===== config.mk =====
export PLATFORM = sky130hd
export DESIGN_NAME = pulse_period_monitor
export DESIGN_NICKNAME = d
export VERILOG_FILES = /design/src/rtl/pulse_period_monitor.sv
export SDC_FILE = /design/constraint.sdc
export NUM_CORES = 1
export LEC_CHECK = 0
export BUFFER_PORTS_ARGS = -buffer_cell sky130_fd_sc_hd__buf_4
export CAP_MARGIN = 20
export CORE_ASPECT_RATIO = 0.6
export CORE_MARGIN = 2
export CORE_UTILIZATION = 45
export DETAILED_ROUTE_END_ITERATION = 8
export HOLD_SLACK_MARGIN = 0.03
export PLACE_DENSITY = 0.62
export SLEW_MARGIN = 25
export SYNTH_ARGS = -nofsm -noshare
export SYNTH_HDL_FRONTEND = slang
export SYNTH_SLANG_ARGS = --single-unit
export TNS_END_PERCENT = 10

===== constraint.sdc =====
create_clock -name clk -period 1.9 [get_ports clk]
set_input_delay 0.095 -clock clk [delete_from_list [all_inputs] [get_ports clk]]
set_output_delay 0.095 -clock clk [all_outputs]
set_load 0.1 [all_outputs]

===== src/rtl/pulse_period_monitor.sv =====
// Measures clk cycles between rising edges of pulse_in, declares lock on a stable period and flags stream loss.
// Optional PULSE_SYNC_EN: inserts a two-flop synchronizer ahead of edge detection (adds 2 cycles of latency).
module pulse_period_monitor #(
    parameter int CNT_W      = 8,
    parameter int EXPECTED   = 6,
    parameter int TOLERANCE  = 0,
    parameter int LOCK_COUNT = 3,
    parameter int TIMEOUT    = 255
) (
    input  logic             clk,
    input  logic             rst,
    input  logic             pulse_in,
    output logic [CNT_W-1:0] period,
    output logic             period_valid,
    output logic             locked,
    output logic             timeout,
    output logic [3:0]       edge_count
);

    localparam logic [CNT_W-1:0] TO_V   = CNT_W'(TIMEOUT);
    localparam logic [CNT_W-1:0] EXP_V  = CNT_W'(EXPECTED);
    localparam logic [CNT_W-1:0] TOL_V  = CNT_W'(TOLERANCE);
    localparam logic [3:0]       LOCK_V = 4'(LOCK_COUNT);

    typedef enum logic [1:0] {S_WAIT, S_MEAS, S_LOCK, S_LOST} state_t;

    state_t           state_reg, state_next;
    logic [CNT_W-1:0] cnt_reg, cnt_next;
    logic [3:0]       match_reg, match_next;
    logic [CNT_W-1:0] period_reg, period_next;
    logic             valid_reg, valid_next;
    logic             locked_reg, timeout_reg;
    logic [3:0]       edge_count_reg;
    logic             prev_reg;
    logic             pulse_s;
    logic             edge_det;
    logic [CNT_W-1:0] diff;
    logic             is_match;
    logic             at_limit;

`ifdef PULSE_SYNC_EN
    logic [1:0] sync_reg;

    // Both stages reset high so a level held across reset is not seen as an edge.
    always_ff @(posedge clk) begin
        if (!rst) sync_reg <= 2'b11;
        else      sync_reg <= {sync_reg[0], pulse_in};
    end
    assign pulse_s = sync_reg[1];
`else
    assign pulse_s = pulse_in;
`endif

    assign edge_det = pulse_s & ~prev_reg;
    assign at_limit = (cnt_reg == TO_V);
    assign diff     = (cnt_reg >= EXP_V) ? (cnt_reg - EXP_V) : (EXP_V - cnt_reg);
    assign is_match = (diff <= TOL_V);

    always_comb begin
        cnt_next = cnt_reg;
        if (edge_det)      cnt_next = {{(CNT_W-1){1'b0}}, 1'b1};
        else if (!at_limit) cnt_next = cnt_reg + 1'b1;
    end

    always_comb begin
        state_next  = state_reg;
        match_next  = match_reg;
        period_next = period_reg;
        valid_next  = 1'b0;
        case (state_reg)
            S_WAIT: begin
                if (edge_det) state_next = S_MEAS;
            end
            S_MEAS: begin
                if (edge_det) begin
                    period_next = cnt_reg;
                    valid_next  = 1'b1;
                    if (is_match) begin
                        if ((match_reg + 4'd1) >= LOCK_V) begin
                            match_next = LOCK_V;
                            state_next = S_LOCK;
                        end else begin
                            match_next = match_reg + 4'd1;
                        end
                    end else begin
                        match_next = 4'd0;
                    end
                end else if (at_limit) begin
                    state_next = S_LOST;
                end
            end
            S_LOCK: begin
                if (edge_det) begin
                    period_next = cnt_reg;
                    valid_next  = 1'b1;
                    if (!is_match) begin
                        match_next = 4'd0;
                        state_next = S_MEAS;
                    end
                end else if (at_limit) begin
                    state_next = S_LOST;
                end
            end
            S_LOST: begin
                // The gap that ended here is not a period, so nothing is reported.
                if (edge_det) begin
                    match_next = 4'd0;
                    state_next = S_MEAS;
                end
            end
            default: state_next = S_WAIT;
        endcase
    end

    always_ff @(posedge clk) begin
        if (!rst) begin
            state_reg      <= S_WAIT;
            cnt_reg        <= '0;
            match_reg      <= 4'd0;
            period_reg     <= '0;
            valid_reg      <= 1'b0;
            locked_reg     <= 1'b0;
            timeout_reg    <= 1'b0;
            edge_count_reg <= 4'd0;
            prev_reg       <= 1'b1;
        end else begin
            state_reg      <= state_next;
            cnt_reg        <= cnt_next;
            match_reg      <= match_next;
            period_reg     <= period_next;
            valid_reg      <= valid_next;
            locked_reg     <= (state_next == S_LOCK);
            timeout_reg    <= (state_next == S_LOST);
            edge_count_reg <= edge_count_reg + {3'b000, edge_det};
            prev_reg       <= pulse_s;
        end
    end

    assign period       = period_reg;
    assign period_valid = valid_reg;
    assign locked       = locked_reg;
    assign timeout      = timeout_reg;
    assign edge_count   = edge_count_reg;

endmodule


; ---- Word level (Yosys, flattened, before mapping)
; Index checks and enable logic that the tools add are counted.
[classes]
muxes = 19
n_reduce_logical = 8
shifts = 0
bitwise_logic = 3
multipliers = 0
add_sub_neg = 5
div = 0
magnitude_cmp = 3
n_eq_ne = 11
[op_table]
columns = op, count
row1 = 4-bit two-way mux, 6
row2 = 2-bit two-way mux, 7
row3 = 4-bit case mux with 3 select lines, 1
row4 = "2-bit != test, second input constant", 5
row5 = "8-bit by 1-bit adder with 8-bit output, second input constant", 1
row6 = "2-bit == test, second input constant", 4
row7 = "8-bit == test, second input constant", 1
row8 = "8-bit by 3-bit greater-or-equal comparator with 1-bit output, second input constant", 1
row9 = "8-bit by 1-bit <= comparator with 1-bit output, second input constant", 1
row10 = 8-bit two-way mux, 1
row11 = "3-bit by 8-bit subtractor with 8-bit output, first input constant", 1
row12 = "8-bit by 3-bit subtractor with 8-bit output, second input constant", 1
row13 = 2-bit case mux with 3 select lines, 1
row14 = 2-bit OR reduction, 3
row15 = 5-bit AND reduction, 1
row16 = 4-bit by 1-bit adder with 4-bit output, 1
row17 = "4-bit by 1-bit adder with 4-bit output, second input constant", 1
row18 = "4-bit by 2-bit greater-or-equal comparator with 1-bit output, second input constant", 1
row19 = 2-bit AND reduction, 2
row20 = 1-bit two-way mux, 3
row21 = 3-bit nonzero test, 1
row22 = "2-bit by 1-bit == test with 1-bit output, second input constant", 1
row23 = 2-bit zero test, 1
row24 = 1-bit inverter, 2
row25 = 1-bit bitwise AND, 1
[word_totals]
register_bits = 30
out_inout_bits = 15
mem_bits_ro = 0
mem_count = 0
in_bits = 3
ram_bits = 0
latchBits = 0

; ---- Depth between registers and ports, before layout
; Gate-level depths: netlist of run 1.
[logic_depth]
word_depth = 7
mapped_depth = 9

; ---- Worst setup path before layout of run 1
; OpenSTA, ideal clock, no wires.
[synth_path]
path_type = register -> register
startpoint = register cnt_reg[1]
endpoint = register match_reg[0]
stages_incl_launch_ff = 8
period_less_slack_ns = 2.032
arrival_time_ns = 1.974
path_slack_ns = -0.132
cell_sequence = dfxtp_1 ha_1 or4b_4 o21ai_2 nor3b_2 nor4_4 o311a_4 a22o_1
[synth_between]
elab_chain_cells = 6
elab_cells_between_ends = 10
cone_classes = 2 x add/sub / 2 x order compare / 1 x eq/ne / 4 x mux / 1 x reduce/logical
[synth_lines]
columns = element, line_no
row1 = from (decl), 28  ; logic [CNT_W-1:0] cnt_reg, cnt_next;
row2 = from (signal assigned), 128  ; cnt_reg <= cnt_next;
row3 = "3-bit by 8-bit subtractor with 8-bit output, or another cell as far along", 56  ; assign diff = (cnt_reg >= EXP_V) ? (cnt_reg - EXP_V) : (EXP_V - cnt_reg);
row4 = 8-bit two-way mux *, 56
row5 = 8-bit by 1-bit <= comparator with 1-bit output *, 57  ; assign is_match = (diff <= TOL_V);
row6 = 4-bit two-way mux, 78  ; if (is_match) begin
row7 = 4-bit two-way mux, 75  ; if (edge_det) begin
row8 = 4-bit case mux with 3 select lines, 70  ; case (state_reg)
row9 = to (signal assigned), 129  ; match_reg <= match_next;
row10 = to (decl), 29  ; logic [3:0] match_reg, match_next;
; Mark *: on every way between the ends. The rest lies on a longest branch, timed or not. The select of a mux whose other input is x is not followed.
; A chain may end at the register's enable or synchronous reset.

; ---- Final worst setup path of run 1
[layout_path]
startpoint = register cnt_reg[1]
endpoint = register match_reg[2]
; The elaborated chain is that of the path after synthesis.

==> impl_metrics.yaml, run 1 <==
die:
  initial_core_util_pct: 46.4
  number_of_placed_i_o_pins: 18
  floorplan.rows: 17
  floorplan.die.width_um: 83.1
  dieArea_mm2: 0.00427
  die_height_um: 51.4
  core_mm2: 0.00364
drt:
  drtAntennaViolNets: 0
  via_count_normalized_by_instance_count: 5.40
  detail_route.drc_violations: 0
  firstDrtPassIters: 4
  drt-initial-drc-count: 97
  avgRoutedWirePerCell_um: 14.8
  wl_mm: 4.15
  via_count: 1511
setup_path:
  critPathRequiredTime_ps: 2130
  setup.worst_path.start_class: "flop"
  worst_path_cell_with_the_longest_stage_delay: "sky130_fd_sc_hd__or4b_4"
  critical_path_peak_fanout: 6
  worst_r2r_path_depth: 7
  slowest_delay_ps: 480
  cp-end-kind: "flop"
  r2r-end: "match_reg[2]"
  criticalPathCategory: "flop to flop"
  worst_path_dominant_cell_family: "simple AND/OR/NAND/NOR gates"
  timing.critical_path.cells: "ha_4 -> or4b_4 -> o21ai_2 -> nor3b_2 -> nor4_4 -> o311a_4 -> and2_4"
  cp.arrival_ps: 2190
  crit-reg2reg-launch: "cnt_reg[1]"
  timing.reg2reg.setup_slack_ps: -70
  worst-path-buf-inv: 0
synth:
  ys_dominant_reg_cell: "sky130_fd_sc_hd__dfxtp_1"
  syn_nets: 212
  main_area_contributors_after_synthesis: "sky130_fd_sc_hd__dfxtp_1, sky130_fd_sc_hd__ha_1, sky130_fd_sc_hd__nor2_1"
  synth_top_area_share_pct: 35.6
  syn_avg_cell_area_um2: 8.66
  synth_top_cells_by_count: "sky130_fd_sc_hd__dfxtp_1, sky130_fd_sc_hd__nor2_1, sky130_fd_sc_hd__nand2_1, sky130_fd_sc_hd__ha_1, sky130_fd_sc_hd__nand3_1"
  synth_seq_area_share_pct: 35.6
  synth.ff_latch_count: 30
  synth.most_common_cell: "sky130_fd_sc_hd__dfxtp_1"
  count_of_flip_flops_with_a_built_in_enable_after_synthesis: 0
  syn_inst: 195
  ys_async_sr_fraction_pct: 0
  netlist_area_mm2: 0.00169
  synthesis.yosys.warnings: 0
  library_cell_occupying_the_most_area_in_the_post_synthesis_netlist: "sky130_fd_sc_hd__dfxtp_1"
  post_synth_num_cell_types: 45
global_routing:
  grt_first_pass_wirelength_mm: 6.67
  first_global_vias: 1423
  grt.total_usage_pct: 19.7
  grt_overflow: 0
  maximum_number_of_pins_on_one_net_before_global_route_repair: 23
  antenna_found_initial: 0
cells_and_area:
  insertedDiodeCount: 0
  final_nets: 249
  layout-area-overhead-vs-synth_pct: 28.8
  final_layout_size_suffix_gt1_share_pct: 30.5
  finish.cell_count_without_fillers: 280
clocking:
  cts_max_path_buffers: 2
  numCtsBuffers: 5
  cts_max_level: 2
  worst_setup_hold_path_clk_slew_ps: 70
  clockRootBuffer: "sky130_fd_sc_hd__clkbuf_8"
  clock_tree_from_tritoncts: "built"
  worstSkewPairLatency_ps: 280
  clock-sinks: 30
sta:
  slew_headroom_pct: 74.3
  report.final.slew_viol_count: 0
  transition_time_at_the_pin_with_the_least_slew_margin_ps: 382
  final_min_period_over_clock_period_pct: 103
  setup_slack_ps: -66.1
  post-route-min-period_ps: 1970
  report.final.hold_viol_count: 0
  setup_viol: 7
  final.setup_skew_ps: 5.16
  max_freq_ghz: 0.509
  grt_setup_unrepaired: "true"
  fin_hold_ws_ps: 110
status:
  status: "complete, but fails checks"
  failed_checks: "setup timing"
placement:
  gp_congestion: 0.879
  buffer_ports.inserted: 17
  detailedPlacementHpwl_mm: 2.93
  placedCellCount: 269
power_and_ir_drop:
  power.density_mw_per_mm2: 611
  irDropWorstVdd_mv: 0.351
  p_leak_nw: 0.944
min_path:
  whs_endpoint: "prev_reg"
  hp-start: "rst"
  whs_path_depth: 2
  timing.hold.worst.class: "primary input to flop"
job:
  maxCapViolations: 0
layout make-up:
type,count,area [µm²]
Multi-Input combinational cell,148,1080
Clock buffer,6,82.6
Tap cell,47,58.8
Fill cell,328,1460
Timing Repair Buffer,39,295
Clock inverter,2,12.5
Inverter,8,30.0
Sequential cell,30,611
cells by family (layout without fill, tap and decap cells):
group	count (synthesis)	after routing	share of synthesized area, %
AO/OA/AOI/OAI	37	37	16.5
flip-flops	30	30	35.6
adder cells (fa/ha/maj)	14	14	10.4
multiplexers	1	1	0.593
buffers and inverters	17	55	5.19
AND/OR/NAND/NOR	90	90	28.6
XOR/XNOR	6	6	3.11
per-layer routing:
metal,GRT usage (%),share of wire [%],up-vias
met3,5.17,6.3,6
met1,25.8,47,701
met4,6.83,0.89,0
met5,0,0,-
met2,31.9,46,53
li1,-,-,751
worst reg2reg max path: stages (launching register included):
cell and delay (ps):
sky130_fd_sc_hd__dfxtp_4 390, sky130_fd_sc_hd__ha_4 190, sky130_fd_sc_hd__or4b_4 480, sky130_fd_sc_hd__o21ai_2 80
sky130_fd_sc_hd__nor3b_2 80, sky130_fd_sc_hd__nor4_4 310, sky130_fd_sc_hd__o311a_4 250, sky130_fd_sc_hd__and2_4 140
placed cells by master (no fill, tap or decap), types with 2 or more instances in the layout:
master	instances
sky130_fd_sc_hd__a21oi_1	4
sky130_fd_sc_hd__o21ai_0	7
sky130_fd_sc_hd__ha_4	2
sky130_fd_sc_hd__nor3_1	3
sky130_fd_sc_hd__and2_1	5
sky130_fd_sc_hd__nand3b_1	2
sky130_fd_sc_hd__xor2_1	2
sky130_fd_sc_hd__buf_4	38
sky130_fd_sc_hd__ha_1	12
sky130_fd_sc_hd__clkbuf_8	6
sky130_fd_sc_hd__a22o_1	2
sky130_fd_sc_hd__and3_1	3
sky130_fd_sc_hd__dfxtp_2	2
sky130_fd_sc_hd__o31a_1	2
sky130_fd_sc_hd__nor2_1	24
sky130_fd_sc_hd__inv_1	7
sky130_fd_sc_hd__a21boi_0	9
sky130_fd_sc_hd__dfxtp_4	2
sky130_fd_sc_hd__and2_4	2
sky130_fd_sc_hd__dfxtp_1	26
sky130_fd_sc_hd__nand2b_1	3
sky130_fd_sc_hd__and2_2	2
sky130_fd_sc_hd__nand2_1	19
sky130_fd_sc_hd__xnor2_1	4
sky130_fd_sc_hd__nand3_1	14
repair_timing:
| action | 4_1_cts | 5_1_grt |
|---|---|---|
| pin swaps | 2 | 10 |
| buffers inserted | 1 | 1 |
| setup endpoints to repair | 7 | 9 |
| hold buffers | 1 | 0 |
| endpoints found under the hold margin | 1 | 0 |
| gates resized for setup | 4 | 16 |
report_power, final:
part / internal, W / switching, W
Combinational: 0.0000581 / 0.0000744
Clock: 0.000291 / 0.000252
Sequential: 0.000637 / 0.0000147
Total: 0.000986 / 0.000341
worst max-delay path by stage:
stage          slack, ps  cells after the start            to  startpoint
3_5_place_dp         -40                      8  match_reg[0]  cnt_reg[0]
2_1_floorplan         50                      8  match_reg[1]  cnt_reg[0]
4_1_cts              -10                      8  match_reg[0]  cnt_reg[0]
6_report             -70                      7  match_reg[2]  cnt_reg[1]
3_3_place_gp          20                      8       timeout  cnt_reg[1]
5_1_grt             -130                      7  match_reg[2]  cnt_reg[1]
metrics by stage:
stage | total power [W] | TNS [ps] | utilization (%) | worst slack [ps] | area (µm²)
after detailed placement | 0.000780 | -215 | 54.1 | -42.0 | 1970
after floorplan | 0.000736 | 0 | - | 45.9 | 1700
after global placement | 0.000777 | 0 | 54.1 | 16.5 | 1970
after CTS | 0.00133 | -20.1 | 57.5 | -10.9 | 2090
after global routing | 0.00139 | -890 | 59.8 | -131 | 2170
final | 0.00133 | -256 | 59.8 | -66.1 | 2170
No activity file was read; power rests on OpenSTA's default activity.
==> run 2: changes to the inputs <==
Settings changed: CORE_UTILIZATION 45 to 37, PLACE_DENSITY 0.62 to 0.52.
==> run 2 against run 1 <==
Critical path depth did not move. Worst hold slack improved by 7.1 ps. Combinational power fell by 7%. Register-to-register slack barely moved. Clock power rose by 3%. Largest power group unchanged. Cell area fell by 0.98%. Clock-buffer cell count did not move. First-iteration DRC count fell by 28%. Total power rose by 0.17%. Sequential power barely moved. The run still ends with setup timing left. Sequential share of layout area rose by 0.16 points.
==> impl_metrics.yaml, run 2 (synthesis gave the netlist of run 1 again) <==
die:
  number_of_placed_i_o_pins: 18
  dieArea_mm2: 0.00514
  die_height_um: 56.3
  floorplan.rows: 18
  floorplan.die.width_um: 91.2
  initial_core_util_pct: 39.9
  core_mm2: 0.00423
drt:
  wl_mm: 4.01
  firstDrtPassIters: 4
  drt-initial-drc-count: 70
  drtAntennaViolNets: 0
  via_count_normalized_by_instance_count: 5.02
  detail_route.drc_violations: 0
  avgRoutedWirePerCell_um: 13.8
  via_count: 1461
sta:
  final_min_period_over_clock_period_pct: 104
  setup_slack_ps: -74.6
  report.final.slew_viol_count: 0
  report.final.hold_viol_count: 0
  setup_viol: 6
  post-route-min-period_ps: 1970
  final.setup_skew_ps: 6.70
  setup_total_negative_slack_ps: -190
  transition_time_at_the_pin_with_the_least_slew_margin_ps: 354
  max_freq_ghz: 0.506
  grt_setup_unrepaired: "true"
  slew_headroom_pct: 76.2
cells_and_area:
  layout-area-overhead-vs-synth_pct: 27.5
  finish.cell_count_without_fillers: 291
  final_layout_size_suffix_gt1_share_pct: 27.7
  fillerInstances: 430
  insertedDiodeCount: 0
  final_nets: 247
  layout_common_cells: "sky130_fd_sc_hd__buf_4, sky130_fd_sc_hd__dfxtp_1, sky130_fd_sc_hd__nor2_1"
  layout.cell_area.non_filler_mm2: 0.00215
  most_common_cell_after_layout_fill_and_taps_aside: "sky130_fd_sc_hd__buf_4"
setup_path:
  crit-reg2reg-launch: "cnt_reg[1]"
  cp-end-kind: "flop"
  critical_path_peak_fanout: 9
  critPathRequiredTime_ps: 2070
  slowest_delay_ps: 410
  setup.worst_path.start_class: "flop"
  timing.reg2reg.setup_slack_ps: -70
  criticalPathCategory: "flop to flop"
  cp.arrival_ps: 2150
  worst_path_cell_with_the_longest_stage_delay: "sky130_fd_sc_hd__dfxtp_4"
  cp_startpoint: "cnt_reg[1]"
  timing.critical_path.cells: "ha_2 -> nand3b_1 -> nand4b_1 -> mux2i_2 -> nor4_4 -> o311a_4 -> a22o_1"
placement:
  placedCellCount: 282
  detailedPlacementHpwl_mm: 2.99
  gp_congestion: 0.815
  buffer_ports.inserted: 17
  dpl_cell_area_mm2: 0.00200
job:
  maxCapViolations: 0
min_path:
  hp-start: "rst"
  timing.hold.worst.class: "primary input to flop"
global_routing:
  antenna_found_initial: 0
  grt.total_usage_pct: 16.3
  grt_first_pass_wirelength_mm: 6.64
  maximum_number_of_pins_on_one_net_before_global_route_repair: 23
  first_global_vias: 1405
  grt_overflow: 0
clocking:
  clock-sinks: 30
  worst_setup_hold_path_clk_slew_ps: 70
  cts_max_path_buffers: 2
  cts_max_level: 2
  clockRootBuffer: "sky130_fd_sc_hd__clkbuf_8"
  clock_tree_from_tritoncts: "built"
  worstSkewPairLatency_ps: 280
  numCtsBuffers: 5
power_and_ir_drop:
  power.density_mw_per_mm2: 618
  irDropWorstVdd_mv: 0.383
  p_leak_nw: 0.926
status:
  status: "complete, but fails checks"
  failed_checks: "setup timing"
run 2: area by class of cell:
cell class | count | area [µm²] | area share, %
Clock buffer | 6 | 82.6 | 3.84
Inverter | 8 | 30.0 | 1.40
Timing Repair Buffer | 37 | 293 | 13.6
Multi-Input combinational cell | 148 | 1050 | 48.8
Clock inverter | 2 | 12.5 | 0.581
Tap cell | 60 | 75.1 | 3.49
Sequential cell | 30 | 608 | 28.3
run 2: worst max-delay path: cells and delay by family, from the launching register on:
kind | cells | cell delay (ps)
AOI/OAI and AO/OA | 2 | 570
and+or+nand+nor | 3 | 390
adders and majority gates | 1 | 200
muxes | 1 | 290
DFF | 1 | 410
run 2: final timing paths:
path	cells past startpoint	endpoint
worst min-delay path	2	prev_reg
worst max-delay path	7	match_reg[0]
worst min register to register	2	period[0]
worst max register to register	7	match_reg[0]
run 2: layer usage:
metal | wire [µm] | up-vias | part of all wire, % | track usage (%)
li1 | - | 747 | - | -
met1 | 2100 | 674 | 52 | 23.8
met2 | 1640 | 36 | 41 | 23.4
met3 | 231 | 4 | 5.8 | 3.76
met4 | 42 | 0 | 1.0 | 5.84
met5 | 0 | - | 0 | 0
run 2: per-stage QoR:
stage | setup WS [ps] | hold WS (ps) | power, W | util (%)
6_report | -74.6 | 117 | 0.00133 | 50.8
2_1_floorplan | 45.9 | 196 | 0.000736 | -
4_1_cts | -103 | 116 | 0.00133 | 49.7
3_3_place_gp | -23.8 | 290 | 0.000779 | 47.1
5_1_grt | -130 | 124 | 0.00138 | 50.8
3_5_place_dp | -84.1 | 294 | 0.000780 | 47.1
run 2: what timing repair did:
| action | 4_1_cts | 5_1_grt |
|---|---|---|
| setup endpoints to repair | 7 | 8 |
| hold endpoints to repair | 1 | 0 |
| pin swaps | 0 | 3 |
| hold buffers | 1 | 0 |
| resized for setup | 1 | 12 |
| setup buffers | 0 | 0 |
run 2: report_power, final:
| part | leakage, nW | internal, W | switching [W] |
|---|---|---|---|
| logic | 0.635 | 0.0000538 | 0.0000695 |
| registers | 0.244 | 0.000637 | 0.0000121 |
| clock network | 0.0472 | 0.000291 | 0.000266 |
| total | 0.926 | 0.000982 | 0.000348 |
==> run 3: changes to the inputs <==
Settings changed: CORE_MARGIN 2 to 3, TNS_END_PERCENT 10 to unset.
==> run 3 against run 2 <==
The flow still finishes with violations (setup timing). Wire length is 1.2% lower. Maximum frequency rose by 0.38%. Total power up 8.7%. Clock power grew 18%. Via count increased by 0.82%. Sequential share of layout area down 0.57 points. Combinational power increased by 9%. Setup slack improved by 7.4 ps. Critical path type unchanged. Largest power group is now clock. Highest routed layer unchanged.
==> impl_metrics.yaml, run 3 (synthesis gave the netlist of run 1 again) <==
placement:
  detailedPlacementHpwl_mm: 2.97
  pre_cts_ws_ps: -54.7
  gp_congestion: 0.898
  buffer_ports.inserted: 17
  dpl_cell_area_mm2: 0.00200
  placedCellCount: 282
die:
  number_of_placed_i_o_pins: 18
  initial_core_util_pct: 39.7
  die_height_um: 58.3
  core_mm2: 0.00426
  floorplan.die.width_um: 93.2
  dieArea_mm2: 0.00543
  floorplan.rows: 18
sta:
  report.final.slew_viol_count: 0
  setup_slack_ps: -67.3
  setup_viol: 5
  final_min_period_over_clock_period_pct: 104
  slew_headroom_pct: 75.1
  grt_setup_unrepaired: "true"
  final.setup_skew_ps: 4.68
  max_freq_ghz: 0.508
  transition_time_at_the_pin_with_the_least_slew_margin_ps: 371
  post-route-min-period_ps: 1970
  report.final.hold_viol_count: 0
cells_and_area:
  layout.cell_area.non_filler_mm2: 0.00221
  final_nets: 247
  sequential_cell_area_um2: 613
  final_layout_size_suffix_gt1_share_pct: 30.9
  fillerInstances: 387
  layout-area-overhead-vs-synth_pct: 31.2
  layout_common_cells: "sky130_fd_sc_hd__buf_4, sky130_fd_sc_hd__dfxtp_1, sky130_fd_sc_hd__nor2_1"
  most_common_cell_after_layout_fill_and_taps_aside: "sky130_fd_sc_hd__buf_4"
  insertedDiodeCount: 0
  multiInputGateArea_mm2: 0.00109
  finish.cell_count_without_fillers: 290
power_and_ir_drop:
  irDropWorstVdd_mv: 0.288
  p_leak_nw: 0.934
  power.total_w: 0.00145
  power.density_mw_per_mm2: 653
drt:
  detail_route.drc_violations: 0
  wl_met1_mm: 2.09
  via_count_normalized_by_instance_count: 5.08
  firstDrtPassIters: 4
  met3RoutedLength_um: 180
  wl_mm: 3.96
  maxUsedRoutingLayer: "met4"
  via_count: 1473
  met2WireLength_mm: 1.66
  drt-initial-drc-count: 90
  drtAntennaViolNets: 0
  avgRoutedWirePerCell_um: 13.7
min_path:
  timing.hold.worst.class: "primary input to flop"
clocking:
  cts_max_path_buffers: 2
  clockRootBuffer: "sky130_fd_sc_hd__clkbuf_8"
  numCtsBuffers: 5
  clock-sinks: 30
  clock_tree_from_tritoncts: "built"
  worstSkewPairLatency_ps: 280
  worst_setup_hold_path_clk_slew_ps: 60
  cts_max_level: 2
job:
  maxCapViolations: 0
setup_path:
  setup.worst_path.start_class: "flop"
  cp-end-kind: "flop"
  critical_path_peak_fanout: 6
  criticalPathCategory: "flop to flop"
  critPathRequiredTime_ps: 2080
  cp.arrival_ps: 2140
global_routing:
  first_global_vias: 1394
  grt_first_pass_wirelength_mm: 6.53
  maximum_number_of_pins_on_one_net_before_global_route_repair: 23
  grt_overflow: 0
  grt.total_usage_pct: 15.4
  antenna_found_initial: 0
status:
  status: "complete, but fails checks"
  failed_checks: "setup timing"
## run 3: final timing paths
check                           cells after the start       start  slack, ps           end
worst max-delay path                                7  cnt_reg[2]        -70  match_reg[0]
worst min-delay path                                2         rst        120      prev_reg
worst max register to register                      7  cnt_reg[2]        -70  match_reg[0]
worst min register to register                      2   period[7]        470     period[7]
## run 3: per-layer routing
layer  global-route usage (%)  up-vias
li1                         -      746
met1                     21.6      690
met2                     22.9       33
met3                     3.96        4
met4                     5.64        0
met5                        0        -
## run 3: layout make-up
class | instances | area share (%)
clock buffer | 6 | 3.73
clock inverter | 1 | 1.36
inverter | 8 | 1.36
multi-input combinational | 148 | 49.1
sequential | 30 | 27.7
tap | 60 | 3.39
timing repair buffer | 37 | 13.4
## run 3: worst max-delay path, stage by stage, from the launching register on
cell,delay (ps)
sky130_fd_sc_hd__dfxtp_2,350
sky130_fd_sc_hd__buf_4,160
sky130_fd_sc_hd__a211oi_4,260
sky130_fd_sc_hd__nand4b_1,170
sky130_fd_sc_hd__mux2i_2,260
sky130_fd_sc_hd__nor4_4,100
sky130_fd_sc_hd__o311a_4,330
sky130_fd_sc_hd__a22o_1,220
## run 3: power breakdown
| part | internal, W | switching [W] |
|---|---|---|
| combinational | 0.0000617 | 0.0000728 |
| sequential | 0.000638 | 0.0000154 |
| clock | 0.000419 | 0.000238 |
## run 3: per-stage QoR
stage	setup TNS, ps	hold slack (ps)	util [%]
after global routing	-765	142	52.0
after global placement	-14.5	291	46.9
after floorplan	0	196	-
final	-185	122	52.0
after detailed placement	-237	313	46.9
after CTS	-180	124	49.9
## run 3: timing repair
action / 4_1_cts / 5_1_grt
pin swaps: 1 / 3
setup buffers: 0 / 0
setup endpoints to repair: 7 / 8
hold buffers: 1 / 0
endpoints found under the hold margin: 1 / 0
gates cloned: 0 / 0
resized for setup: 2 / 22
